File: src/rtl/hazard_ctrl_pkg.sv
// Shared encodings for the pipeline hazard controller: forward selects,
// memory wait-state FSM states and the architectural PC register number.
package hazard_ctrl_pkg;

  localparam logic [1:0] FWD_RF = 2'b00;
  localparam logic [1:0] FWD_W  = 2'b01;
  localparam logic [1:0] FWD_M  = 2'b10;

  localparam logic [3:0] R15 = 4'hF;

  typedef enum logic {
    S_IDLE = 1'b0,
    S_WAIT = 1'b1
  } mem_state_t;

endpackage

File: src/rtl/hazard_fwd_unit.sv
// Operand forwarding compare for one Execute source register.
// Memory stage wins over Writeback; the PC (R15) is never forwarded.
module hazard_fwd_unit
  import hazard_ctrl_pkg::*;
(
  input  logic [3:0] ra,
  input  logic [3:0] wa3m,
  input  logic [3:0] wa3w,
  input  logic       reg_write_m,
  input  logic       reg_write_w,
  output logic [1:0] fwd
);

  // NOTE: every output of an always_comb gets a default first, so no path can infer a latch.
  always_comb begin
    fwd = FWD_RF;
    if (ra != R15) begin
      if (reg_write_m && (wa3m == ra))      fwd = FWD_M;
      else if (reg_write_w && (wa3w == ra)) fwd = FWD_W;
    end
  end

endmodule

File: src/rtl/hazard_ctrl.sv
// Hazard and sequencing controller for the 5-stage pipeline: forwarding,
// stage stall/flush enables, data-memory wait states with timeout, statistics.
module hazard_ctrl
  import hazard_ctrl_pkg::*;
#(
  parameter int MEM_TIMEOUT = 16,
  parameter int CNT_W       = 16
) (
  input  logic             clk,
  input  logic             reset,
  input  logic [3:0]       RA1D,
  input  logic [3:0]       RA2D,
  input  logic [3:0]       RA1E,
  input  logic [3:0]       RA2E,
  input  logic [3:0]       WA3E,
  input  logic [3:0]       WA3M,
  input  logic [3:0]       WA3W,
  input  logic             RegWriteM,
  input  logic             RegWriteW,
  input  logic             MemtoRegE,
  input  logic             PCSrcD,
  input  logic             PCSrcE,
  input  logic             PCSrcM,
  input  logic             PCSrcW,
  input  logic             BranchTakenE,
  input  logic             MemAccessM,
  input  logic             MemReady,
  output logic [1:0]       ForwardAE,
  output logic [1:0]       ForwardBE,
  output logic             StallF,
  output logic             StallD,
  output logic             StallE,
  output logic             StallM,
  output logic             FlushD,
  output logic             FlushE,
  output logic             FlushW,
  output logic             MemError,
  output logic [CNT_W-1:0] StallCount,
  output logic [CNT_W-1:0] FlushCount
);

  localparam int TMR_W = $clog2(MEM_TIMEOUT + 1);
  localparam logic [TMR_W-1:0] TMR_MAX = TMR_W'(MEM_TIMEOUT);

  mem_state_t       state, state_next;
  logic [TMR_W-1:0] timer, timer_next;
  logic [1:0]       fwd_a, fwd_b;
  logic             ldrstall, pcpend, memstall, set_error, branch_flush;

  hazard_fwd_unit u_fwd_a (
    .ra(RA1E), .wa3m(WA3M), .wa3w(WA3W),
    .reg_write_m(RegWriteM), .reg_write_w(RegWriteW), .fwd(fwd_a)
  );

  hazard_fwd_unit u_fwd_b (
    .ra(RA2E), .wa3m(WA3M), .wa3w(WA3W),
    .reg_write_m(RegWriteM), .reg_write_w(RegWriteW), .fwd(fwd_b)
  );

  assign ForwardAE = reset ? FWD_RF : fwd_a;
  assign ForwardBE = reset ? FWD_RF : fwd_b;

  assign ldrstall = MemtoRegE && ((WA3E == RA1D) || (WA3E == RA2D));
  assign pcpend   = PCSrcD || PCSrcE || PCSrcM;

  always_comb begin
    state_next = state;
    timer_next = timer;
    memstall   = 1'b0;
    case (state)
      S_IDLE: begin
        if (MemAccessM && !MemReady) begin
          state_next = S_WAIT;
          timer_next = TMR_W'(1);
          memstall   = 1'b1;
        end
      end
      S_WAIT: begin
        if (MemReady) begin
          state_next = S_IDLE;
          timer_next = '0;
        end else begin
          memstall = 1'b1;
          if (timer != TMR_MAX) timer_next = timer + TMR_W'(1);
        end
      end
      default: begin
        state_next = S_IDLE;
        timer_next = '0;
      end
    endcase
  end

  assign set_error = (state == S_WAIT) && (timer == TMR_MAX);

  // A memory stall freezes everything up to M and bubbles W; the frozen
  // D/E registers re-raise any load-use or branch hazard once it clears.
  always_comb begin
    StallF = 1'b0;
    StallD = 1'b0;
    StallE = 1'b0;
    StallM = 1'b0;
    FlushD = 1'b0;
    FlushE = 1'b0;
    FlushW = 1'b0;
    if (!reset) begin
      if (memstall) begin
        StallF = 1'b1;
        StallD = 1'b1;
        StallE = 1'b1;
        StallM = 1'b1;
        FlushW = 1'b1;
      end else begin
        StallF = ldrstall || pcpend;
        StallD = ldrstall;
        FlushD = pcpend || PCSrcW || BranchTakenE;
        FlushE = ldrstall || BranchTakenE;
      end
    end
  end

  assign branch_flush = FlushE && BranchTakenE;

  // NOTE: sequential state uses non-blocking assignments so all registers update from pre-edge values.
  always_ff @(posedge clk or posedge reset) begin
    if (reset) begin
      state      <= S_IDLE;
      timer      <= '0;
      MemError   <= 1'b0;
      StallCount <= '0;
      FlushCount <= '0;
    end else begin
      state <= state_next;
      timer <= timer_next;
      if (set_error) MemError <= 1'b1;
      if (StallF && (StallCount != '1)) StallCount <= StallCount + CNT_W'(1);
      if (branch_flush && (FlushCount != '1)) FlushCount <= FlushCount + CNT_W'(1);
    end
  end

endmodule

File: config.mk
export PLATFORM = sky130hd
export DESIGN_NAME = hazard_ctrl
export DESIGN_NICKNAME = d
export VERILOG_FILES = /design/src/rtl/hazard_ctrl_pkg.sv /design/src/rtl/hazard_fwd_unit.sv /design/src/rtl/hazard_ctrl.sv
export SDC_FILE = /design/constraint.sdc
export NUM_CORES = 1
export LEC_CHECK = 0
export CAP_MARGIN = 20
export CORE_MARGIN = 2
export CORE_UTILIZATION = 40
export DETAILED_ROUTE_END_ITERATION = 8
export PLACE_DENSITY = 0.71
export SLEW_MARGIN = 20
export SYNTH_ARGS = -nofsm -noshare
export SYNTH_HDL_FRONTEND = slang
export SYNTH_SLANG_ARGS = --single-unit
export TNS_END_PERCENT = 10
File: constraint.sdc
create_clock -name clk -period 7 [get_ports clk]
set_clock_uncertainty 0.1 [all_clocks]
set_input_delay 1.05 -clock clk [delete_from_list [all_inputs] [get_ports clk]]
set_output_delay 1.05 -clock clk [all_outputs]
set_load 0.05 [all_outputs]
# Word-level counts from Yosys, hierarchy flattened
# Index checks and enable logic that the tools add are counted.
# word_totals
elab_cells	67
output_inout_bits	44
regBits	39
inputBits	40
# op_classes
mux	25
add_sub_neg	3
n_eq_ne	14
reduce_logical	19
bitwise	1
# ops
operator	count
16-bit by 1-bit adder with 16-bit output (second input constant)	2
16-bit != test (second input constant)	2
4-bit equality test	6
5-bit two-way mux	3
1-bit two-way mux	14
2-bit two-way mux	6
1-bit logical AND	10
5-bit one-hot mux with 2 select lines	1
4-bit != test (second input constant)	2
1-bit logical OR	7
5-bit by 1-bit adder with 5-bit output (second input constant)	1
5-bit equality test (second input constant)	1
5-bit != test (second input constant)	1
3-bit by 2-bit != test with 1-bit output (second input constant)	1
2-bit != test (second input constant)	1
1-bit one-hot mux with 2 select lines	1
2-bit AND reduction	1
1-bit logical NOT	1
1-bit NOT	1

# Logic depth before layout (Yosys ltp)
# Gate-level depths: netlist of run 1.
# depth
ltp_word	8
mapped_depth	7
ltp_nobuf	6

# By module
# From an unflattened synthesis of run 1, not the netlist that was laid out.
# hier_totals
hier_cells	239
area_unflattened_um2	2337.2
# by_module_without_submodules
mod	area_per_inst_um2	n_inst	seq_area_each_um2	cells_per_inst
hazard_ctrl	2074.5	1	975.9	201
hazard_fwd_unit	131.4	2	0.0	19

# Worst setup path after synthesis of run 1
# Ideal clock, no wire load.
# synth_path
kind	input -> output
start	input port reset
end	output port StallF
setup_slack_ns	2.579
required_time_ns	5.850
t_arrival_ns	3.271
cell_stages	4
path_buffers	1
cell_sequence	clkbuf_1 > inv_1 > o21ai_0 > nor2_1
# synth_via
elab_chain_cells	1
# synth_rtl
item	line	text
from (decl)	hazard_ctrl.sv:10	input logic reset,
1-bit two-way mux	hazard_ctrl.sv:106	if (!reset) begin
to (decl)	hazard_ctrl.sv:30	output logic StallF,
# Every way passes these cells.

# Worst setup path after layout of run 1
# layout_path
start	input port reset
end	output port ForwardAE[0]
# layout_via
elab_chain_cells	1
# layout_rtl
item	line	text
2-bit two-way mux	hazard_ctrl.sv:60	assign ForwardAE = reset ? FWD_RF : fwd_a;
to (decl)	hazard_ctrl.sv:28	output logic [1:0] ForwardAE,
# Every way passes these cells.

==> results of run 1 <==
==> through the flow <==
| step | hold WS, ns | total power, mW | util [%] | cells | instance area [sq um] |
|---|---|---|---|---|---|
| after floorplan | 0.3950 | 0.5450 | - | 255 | 2435 |
| after global placement | 0.3497 | 0.6756 | 56.68 | 409 | 3336 |
| after detailed placement | 0.3896 | 0.6819 | 56.68 | 409 | 3336 |
| after CTS | 0.4082 | 0.8779 | 58.67 | 417 | 3453 |
| after global routing | 0.4215 | 0.9108 | 58.67 | 417 | 3453 |
| final | 0.3926 | 0.8723 | 58.67 | 417 | 3453 |
==> logic make-up after synthesis <==
kind of cell / share of synthesized area, %
simple gates: 25.90
fa+ha+maj: 2.056
flops: 40.08
xor+xnor: 18.71
buf+inv: 3.289
compound gates: 7.092
mux: 2.877
==> registers in the layout (all words and copies together) (netlist names) <==
signal / flops
MemError: 1
FlushCount: 16
state: 1
timer: 5
StallCount: 16
==> report_power, final <==
group | leakage, nW | total (mW) | internal [mW] | switching, mW
clock | 0.0612 | 0.196 | 0.115 | 0.0803
combinational | 0.905 | 0.354 | 0.136 | 0.219
sequential | 0.497 | 0.322 | 0.264 | 0.0587
total | 1.46 | 0.872 | 0.515 | 0.358
==> metal layers <==
| layer | vias up | global-route usage (%) | part of all wire (%) |
|---|---|---|---|
| met5 | - | 0 | 0 |
| met4 | 0 | 5.667 | 1.4 |
| met3 | 11 | 4.505 | 6.3 |
| met2 | 73 | 32.44 | 50 |
| met1 | 1067 | 22.48 | 42 |
| li1 | 1074 | - | - |
==> path summary, 6_finish.rpt <==
check	cells past startpoint	slack, ns	endpoint
min	1	0.39	MemError$_DFFE_PP0P_
max	6	2.06	ForwardAE[0]
max reg2reg	6	4.44	StallCount[1]$_DFFE_PP0P_
max in group asynchronous	3	4.64	StallCount[7]$_DFFE_PP0P_
min in group asynchronous	2	1.39	timer[1]$_DFFE_PP0P_
min reg2reg	1	0.39	MemError$_DFFE_PP0P_
==> area by class of cell <==
cell class                 count  area, sq um
tap                           75        93.84
inverter                      13        48.80
clock buffer                   6        82.58
timing repair buffer          84        838.3
clock inverter                 2        35.03
multi-input combinational    198         1379
fill                         525         2432
sequential                    39        975.9
==> layout by cell type (no fill, tap or decap), types with 3 or more instances in the layout <==
master	Yosys	layout
clkdlybuf4s50_1	0	83
dfrtp_1	39	39
xor2_1	33	33
nand3_1	21	21
xnor2_1	19	19
nand2_1	19	19
nor2_1	15	15
nor3_1	15	15
nand4_1	13	13
inv_1	13	13
o21ai_0	11	11
and3_1	6	6
clkbuf_8	0	6
nor4_1	4	4
ha_1	4	4
nand2b_1	3	3
mux2_2	3	3
a21oi_1	3	3
==> results_dict.tcl, run 1 <==
set metrics [dict create \
    worst_path_max_delay_cell "clkdlybuf4s50_1" \
    status "completed" \
    clk_latency_ns 0.30 \
    dieArea_sq_um 6727 \
    synth_edf_count 0 \
    drt_iter0_drc 84 \
    dp_slack_ns 1.999 \
    die_w_um 82.02 \
    drive_above_1_share_pct 7.018 \
    clockBufferDepth 2 \
    numCtsBuffers 5 \
    wl_um 6028 \
    drtPass1Iterations 4 \
    max_freq_mhz 202.5 \
    rsz0062_at_grt "no" \
    cts.sinks 39 \
    synth_ff_type "dfrtp_1" \
    hold_violations 0 \
    io_buffers 83 \
    antenna_found_initial 0 \
    final.setup.tns_ns 0 \
    leakagePower_nw 1.463 \
    cts_setup_buffers 0 \
    ys.warnings.count 0 \
    cp.arrival_ns 3.79 \
    crit_family "buffers and inverters" \
    synth_cell_types 45 \
    cts.repair.resized 0 \
    syn_area_per_cell_sq_um 9.548 \
    routed_via_density 5.336 \
    cp.buffers_inverters 3 \
    crit_chain "clkdlybuf4s50_1 > inv_1 > nand2_1 > nor4_1 > and3_1 > clkdlybuf4s50_1" \
    yosysMostFrequentCell "dfrtp_1" \
    ios 84 \
    antenna_cells 0 \
    synth_nets 299 \
    synth-seq-area-share_pct 40.08 \
    synth_area_leader_cell "dfrtp_1" \
    via_count 2225 \
    ys_seq_elements 39 \
    nets 385 \
    clk_pin_slew_ns 0.07 \
    crit_path_frequent_cell "clkdlybuf4s50_1" \
    grt_pass1_wl_um 9701 \
    hpwl_um 4760 \
    cts_tree "yes" \
    synth_area_leaders "dfrtp_1, xor2_1, xnor2_1" \
    wl_per_cell_um 14.46 \
    syn_to_final_growth_pct 41.83 \
    grt-ovfl-total 0 \
    min-delay-start "MemError$_DFFE_PP0P_" \
    rr_startpoint "StallCount[0]$_DFFE_PP0P_" \
    netlist_area_sq_um 2435 \
    route.detailed.drc 0 \
    initial_core_util_pct 41.37 \
    hold_buffers 0 \
    synth_top_area_share_pct 40.08 \
    cts_root_buffer "clkbuf_8" \
    setup_viol 0 \
    tightest_slew_ns 0.8996 \
    synthCells 255 \
    ys_top_cells_by_count "dfrtp_1, xor2_1, nand3_1" \
    die_h_um 82.02 \
    crit_type "in2out" \
    powerDensity_nw_per_um2 252.6 \
    row_count 28 \
    maxSlewHeadroom_pct 39.77 \
    fin_ws_ns 2.061 \
    grt_pass1_vias 2189 \
    slew_violations 0 \
    min_path_type "reg2reg" \
    grt_max_degree 26 \
    async_reset_ff_share_pct 100.0 \
    maxCapViolCount 0 \
    cp-end-kind "output port" \
    cts_htree_levels 2 \
    ant_nets 0 \
    ir_worst_vdd_mv 0.1875 \
    period_needed_ns 4.939 \
    startpoint_type "input port" \
    core_area_sq_um 5886 \
    finalCritPeriodShare_pct 70.56 \
    routabilityCongestion 0.8704 \
    critPathLaunch "reset" \
    slowest_delay_ns 0.80 \
    cp_max_fo 25 \
    cp.required_ns 5.85 \
    grt_usage_pct 18.55 \
]
(Power assumes the default switching activity.)
==> run 2: changes to the inputs <==
Settings changed: PLACE_DENSITY 0.71 to 0.74.
Clock period 7 ns to 4 ns, I/O delays scaled along.
==> run 2 against run 1 <==
Largest power group unchanged. Worst hold slack worse by 0.032 ns. First-iteration DRC count rose by 23%. Highest routed layer unchanged. Critical path type unchanged. Clock-buffer cell count rose by 2.
==> results_dict.tcl, run 2 (synthesis results as in run 1) <==
set metrics [dict create \
    hpwl_um 4732 \
    crit_path_frequent_cell "clkdlybuf4s50_1" \
    drt_iter0_drc 103 \
    antenna_found_initial 0 \
    via_count 2208 \
    powerDensity_nw_per_um2 422.1 \
    routed_via_density 5.245 \
    slowest_delay_ns 0.88 \
    routabilityCongestion 0.8597 \
    antenna_cells 0 \
    maxCapViolCount 0 \
    slew_violations 0 \
    initial_core_util_pct 41.37 \
    ir_worst_vdd_mv 0.3375 \
    grt_pass1_vias 2207 \
    startpoint_type "input port" \
    wl_per_cell_um 14.41 \
    fillers 526 \
    grt_pass1_wl_um 9549 \
    crit_chain "clkdlybuf4s50_1 > o21bai_4 > inv_1 > a211oi_1 > clkdlybuf4s50_1" \
    crit_family "buffers and inverters" \
    clk_latency_ns 0.29 \
    drive_above_1_share_pct 9.827 \
    grt_usage_pct 18.48 \
    leakagePower_nw 1.501 \
    grt-ovfl-total 0 \
    cts_tree "yes" \
    seqPwrFrac_pct 38.0 \
    hold_buffers 0 \
    wl_um 6065 \
    period_needed_ns 3.191 \
    io_buffers 83 \
    hold_violations 0 \
    min_path_type "reg2reg" \
    max_freq_mhz 313.4 \
    cts.repair.resized 0 \
    cp_max_fo 5 \
    setup_viol 0 \
    ios 84 \
    power.share.switching_pct 41.91 \
    final_common_cell "clkdlybuf4s50_1" \
    cts_htree_levels 2 \
    cp.arrival_ns 2.49 \
    drtPass1Iterations 4 \
    syn_to_final_growth_pct 44.19 \
    finalCritPeriodShare_pct 79.78 \
    rsz0062_at_grt "no" \
    cp.buffers_inverters 3 \
    comb_power_share_pct 42.0 \
    maxSlewHeadroom_pct 63.29 \
    crit_type "in2out" \
    p_int_uw 860.8 \
    p_clk_share_pct 20.0 \
    largestRegisters "FlushCount x16, StallCount x16, timer x5" \
    row_count 28 \
    tightest_slew_ns 0.5489 \
    final_area_sq_um 3511 \
    status "completed" \
    cp-end-kind "output port" \
    cts_root_buffer "clkbuf_8" \
    die_w_um 82.02 \
    numCtsBuffers 5 \
    dieArea_sq_um 6727 \
    worst_path_max_delay_cell "clkdlybuf4s50_1" \
    cts.sinks 39 \
    core_area_sq_um 5886 \
    clk_pin_slew_ns 0.08 \
    switchingPower_uw 621.0 \
    final.setup.tns_ns 0 \
    rrSetupSlack_ns 1.46 \
    die_h_um 82.02 \
    most-common-layout-cells "clkdlybuf4s50_1, dfrtp_1, xor2_1" \
    clockBufferDepth 2 \
    ant_nets 0 \
    placed_cell_area_sq_um 3411 \
    route.detailed.drc 0 \
    cts_setup_buffers 0 \
    nets 389 \
    grt_max_degree 25 \
    cp.required_ns 3.30 \
]
run 2: cell count changes in the layout (fill, tap and decap cells not counted), sizes merged:
cell           delta
buf              +11
bufinv            -1
clkbuf            +2
clkdlybuf4s50     -7
clkinv            -1
run 2: stage by stage:
stage | power [mW] | setup WS [ns] | utilization (%) | hold WS (ns) | cells
finish | 1.482 | 0.8089 | 59.65 | 0.3611 | 421
global route | 1.557 | 0.6963 | 59.65 | 0.3803 | 421
CTS | 1.495 | 0.7928 | 59.65 | 0.3638 | 421
detailed placement | 1.195 | 0.7866 | 57.95 | 0.3499 | 413
global placement | 1.185 | 0.8391 | 57.95 | 0.3550 | 413
floorplan | 0.9537 | 0.4787 | - | 0.3950 | 255
run 2: final timing paths:
kind / startpoint / to / cells past startpoint
setup / recovery: MemAccessM / FlushD / 5
hold / removal: MemError$_DFFE_PP0P_ / MemError$_DFFE_PP0P_ / 1
setup reg to reg: StallCount[0]$_DFFE_PP0P_ / StallCount[1]$_DFFE_PP0P_ / 6
hold reg to reg: MemError$_DFFE_PP0P_ / MemError$_DFFE_PP0P_ / 1
max in group asynchronous: reset / FlushCount[3]$_DFFE_PP0P_ / 3
min in group asynchronous: reset / StallCount[14]$_DFFE_PP0P_ / 2
run 2: final cells by class:
cell class	instances	area, sq um	share of cell area, %
Clock buffer	8	100.1	2.851
Sequential cell	39	975.9	27.80
Multi-Input combinational cell	198	1379	39.27
Inverter	13	48.80	1.390
Timing Repair Buffer	88	913.4	26.02
Tap cell	75	93.84	2.673
run 2: layer usage:
metal	wire [um]	track usage (%)	up-vias
met4	109	7.000	0
li1	-	-	1081
met1	2630	22.35	1047
met5	0	0	-
met3	422	5.495	11
met2	2902	30.98	69
run 2: worst register-to-register path, cell delays in order (launching register included):
cell and delay (ns):
dfrtp_1 0.46, ha_1 0.28, nand3_1 0.13, or4_4 0.50, nor2_2 0.42, or3_4 0.24, mux2_4 0.29
run 2: power by group through the flow:
stage               Combinational (mW)  Clock (mW)  Sequential, mW
CTS                              0.628       0.304           0.564
floorplan                        0.185           0           0.769
finish                           0.622       0.296           0.563
global placement                 0.616           0           0.569
global route                     0.660       0.320           0.576
detailed placement               0.625           0           0.570
==> run 3: changes to the inputs <==
Settings changed: PLACE_DENSITY 0.74 to 0.71.
Clock period 4 ns to 3.3 ns, I/O delays scaled along.
==> run 3 against run 2 <==
Wire length decreased by 5.7%. Die area unchanged. Worst hold slack got worse by 0.0043 ns. Via count decreased by 1.5%. Register-to-register slack got worse by 0.54 ns. Sequential share of layout area increased by 0.32 points. Global-route usage decreased by 0.35 points. Clock-buffer cell count decreased by 1. Largest power group unchanged.
==> results_dict.tcl, run 3 (synthesis results as in run 1) <==
set metrics [dict create \
    powerDensity_nw_per_um2 503.5 \
    cts.repair.resized 0 \
    grt-ovfl-total 0 \
    nets 391 \
    drtPass1Iterations 4 \
    critPathLaunch "WA3E[1]" \
    row_count 28 \
    min_path_type "reg2reg" \
    grt_usage_pct 18.14 \
    dp_slack_ns 0.4809 \
    tightest_slew_ns 0.5110 \
    slew_violations 0 \
    clk_pin_slew_ns 0.07 \
    cts_tree "yes" \
    grt_pass1_wl_um 9570 \
    setup_viol 0 \
    final.setup.tns_ns 0 \
    routabilityCongestion 0.8190 \
    busiest_layer "met2" \
    crit_chain "clkdlybuf4s50_1 > xor2_1 > o41ai_1 > buf_4 > a21oi_1 > nor3_1 > buf_12" \
    rsz0062_at_grt "no" \
    startpoint_type "input port" \
    crit_type "in2out" \
    initial_core_util_pct 41.37 \
    fillers 539 \
    comb_power_share_pct 43.3 \
    ant_nets 0 \
    rr_startpoint "StallCount[0]$_DFFE_PP0P_" \
    final_cells 423 \
    cp.required_ns 2.70 \
    finalCritPeriodShare_pct 86.40 \
    grt_max_degree 21 \
    hpwl_um 4532 \
    hold_ws_ns 0.3568 \
    maxSlewHeadroom_pct 65.83 \
    ios 84 \
    placed_cell_area_sq_um 3390 \
    cp.arrival_ns 2.26 \
    cts_setup_buffers 0 \
    power.share.switching_pct 42.63 \
    clk_latency_ns 0.29 \
    antenna_found_initial 0 \
    p_clk_share_pct 17.8 \
    cts_htree_levels 2 \
    grt.met2_usage_pct 30.16 \
    ir_worst_vdd_mv 0.4605 \
    fin_ws_ns 0.4486 \
    core_area_sq_um 5886 \
    grt_pass1_vias 2193 \
    maxCapViolCount 0 \
    cts_root_buffer "clkbuf_8" \
    r2r-end "StallCount[1]$_DFFE_PP0P_" \
    max_freq_mhz 350.7 \
    hold_violations 0 \
    route.detailed.drc 0 \
    leakagePower_nw 1.490 \
    cp-end-kind "output port" \
    io_buffers 83 \
    syn_to_final_growth_pct 42.55 \
    rrSetupSlack_ns 0.92 \
    reg2regPathDepth 6 \
    post-place-cells 415 \
    via_count 2174 \
    wl_per_cell_um 13.52 \
    slowest_delay_ns 0.45 \
    routed_via_density 5.139 \
    final_area_sq_um 3471 \
    die_w_um 82.02 \
    period_needed_ns 2.851 \
    gr-usage-met1_pct 23.31 \
    final_common_cell "clkdlybuf4s50_1" \
    numCtsBuffers 5 \
    setup.worst_path.end "FlushE" \
    clockBufferDepth 2 \
    seqPwrFrac_pct 38.9 \
    grtUsageMet3_pct 4.396 \
    die_h_um 82.02 \
    drt_iter0_drc 109 \
    cp_max_fo 2 \
    wl_um 5717 \
    hold_buffers 0 \
    drive_above_1_share_pct 10.63 \
    largestRegisters "FlushCount x16, StallCount x16, timer x5" \
    cts.sinks 39 \
    status "completed" \
    dieArea_sq_um 6727 \
    p_int_mw 1.003 \
    switchingPower_uw 745.0 \
    most-common-layout-cells "clkdlybuf4s50_1, dfrtp_1, xor2_1" \
    worst_path_max_delay_cell "clkdlybuf4s50_1" \
    antenna_cells 0 \
]
==> run 3: metal layers <==
| layer | share of wire [%] | up-vias |
|---|---|---|
| met1 | 45 | 1024 |
| met4 | 0.96 | 0 |
| li1 | - | 1087 |
| met2 | 47 | 57 |
| met5 | 0 | - |
| met3 | 6.7 | 6 |
==> run 3: worst min path at each step <==
stage,startpoint,end,cells after the start
after floorplan,timer[0]$_DFFE_PP0P_,timer[0]$_DFFE_PP0P_,2
after global placement,MemError$_DFFE_PP0P_,MemError$_DFFE_PP0P_,1
after detailed placement,MemError$_DFFE_PP0P_,MemError$_DFFE_PP0P_,1
after CTS,MemError$_DFFE_PP0P_,MemError$_DFFE_PP0P_,1
after global routing,MemError$_DFFE_PP0P_,MemError$_DFFE_PP0P_,1
final,MemError$_DFFE_PP0P_,MemError$_DFFE_PP0P_,1
==> run 3: final cells by class <==
class	count	area [sq um]	area share [%]
multi-input cells	198	1379	39.73
clock inverters	1	5.005	0.1442
inverters	13	52.55	1.514
flip-flops and latches	39	975.9	28.12
well taps	75	93.84	2.704
clock buffers	7	76.32	2.199
repair buffers	90	888.4	25.59
==> run 3: power by group through the flow <==
| stage | clock (mW) | sequential [mW] | combinational, mW |
|---|---|---|---|
| 2_1_floorplan | 0 | 0.932 | 0.225 |
| 3_3_place_gp | 0 | 0.691 | 0.750 |
| 3_5_place_dp | 0 | 0.690 | 0.759 |
| 4_1_cts | 0.325 | 0.683 | 0.763 |
| 5_1_grt | 0.346 | 0.701 | 0.804 |
| 6_report | 0.311 | 0.681 | 0.756 |
==> run 3: worst max-delay path: cells and delay by family <==
kind	cells	cell delay (ns)
AO/OA/AOI/OAI	2	0.45
XOR/XNOR	1	0.19
buffers and inverters	3	0.82
AND/OR/NAND/NOR	1	0.30
==> run 3: per-stage QoR <==
stage	util [%]	total power [mW]
after floorplan	-	1.156
final	58.97	1.748
after global routing	58.97	1.850
after detailed placement	57.59	1.450
after CTS	58.97	1.771
after global placement	57.59	1.441
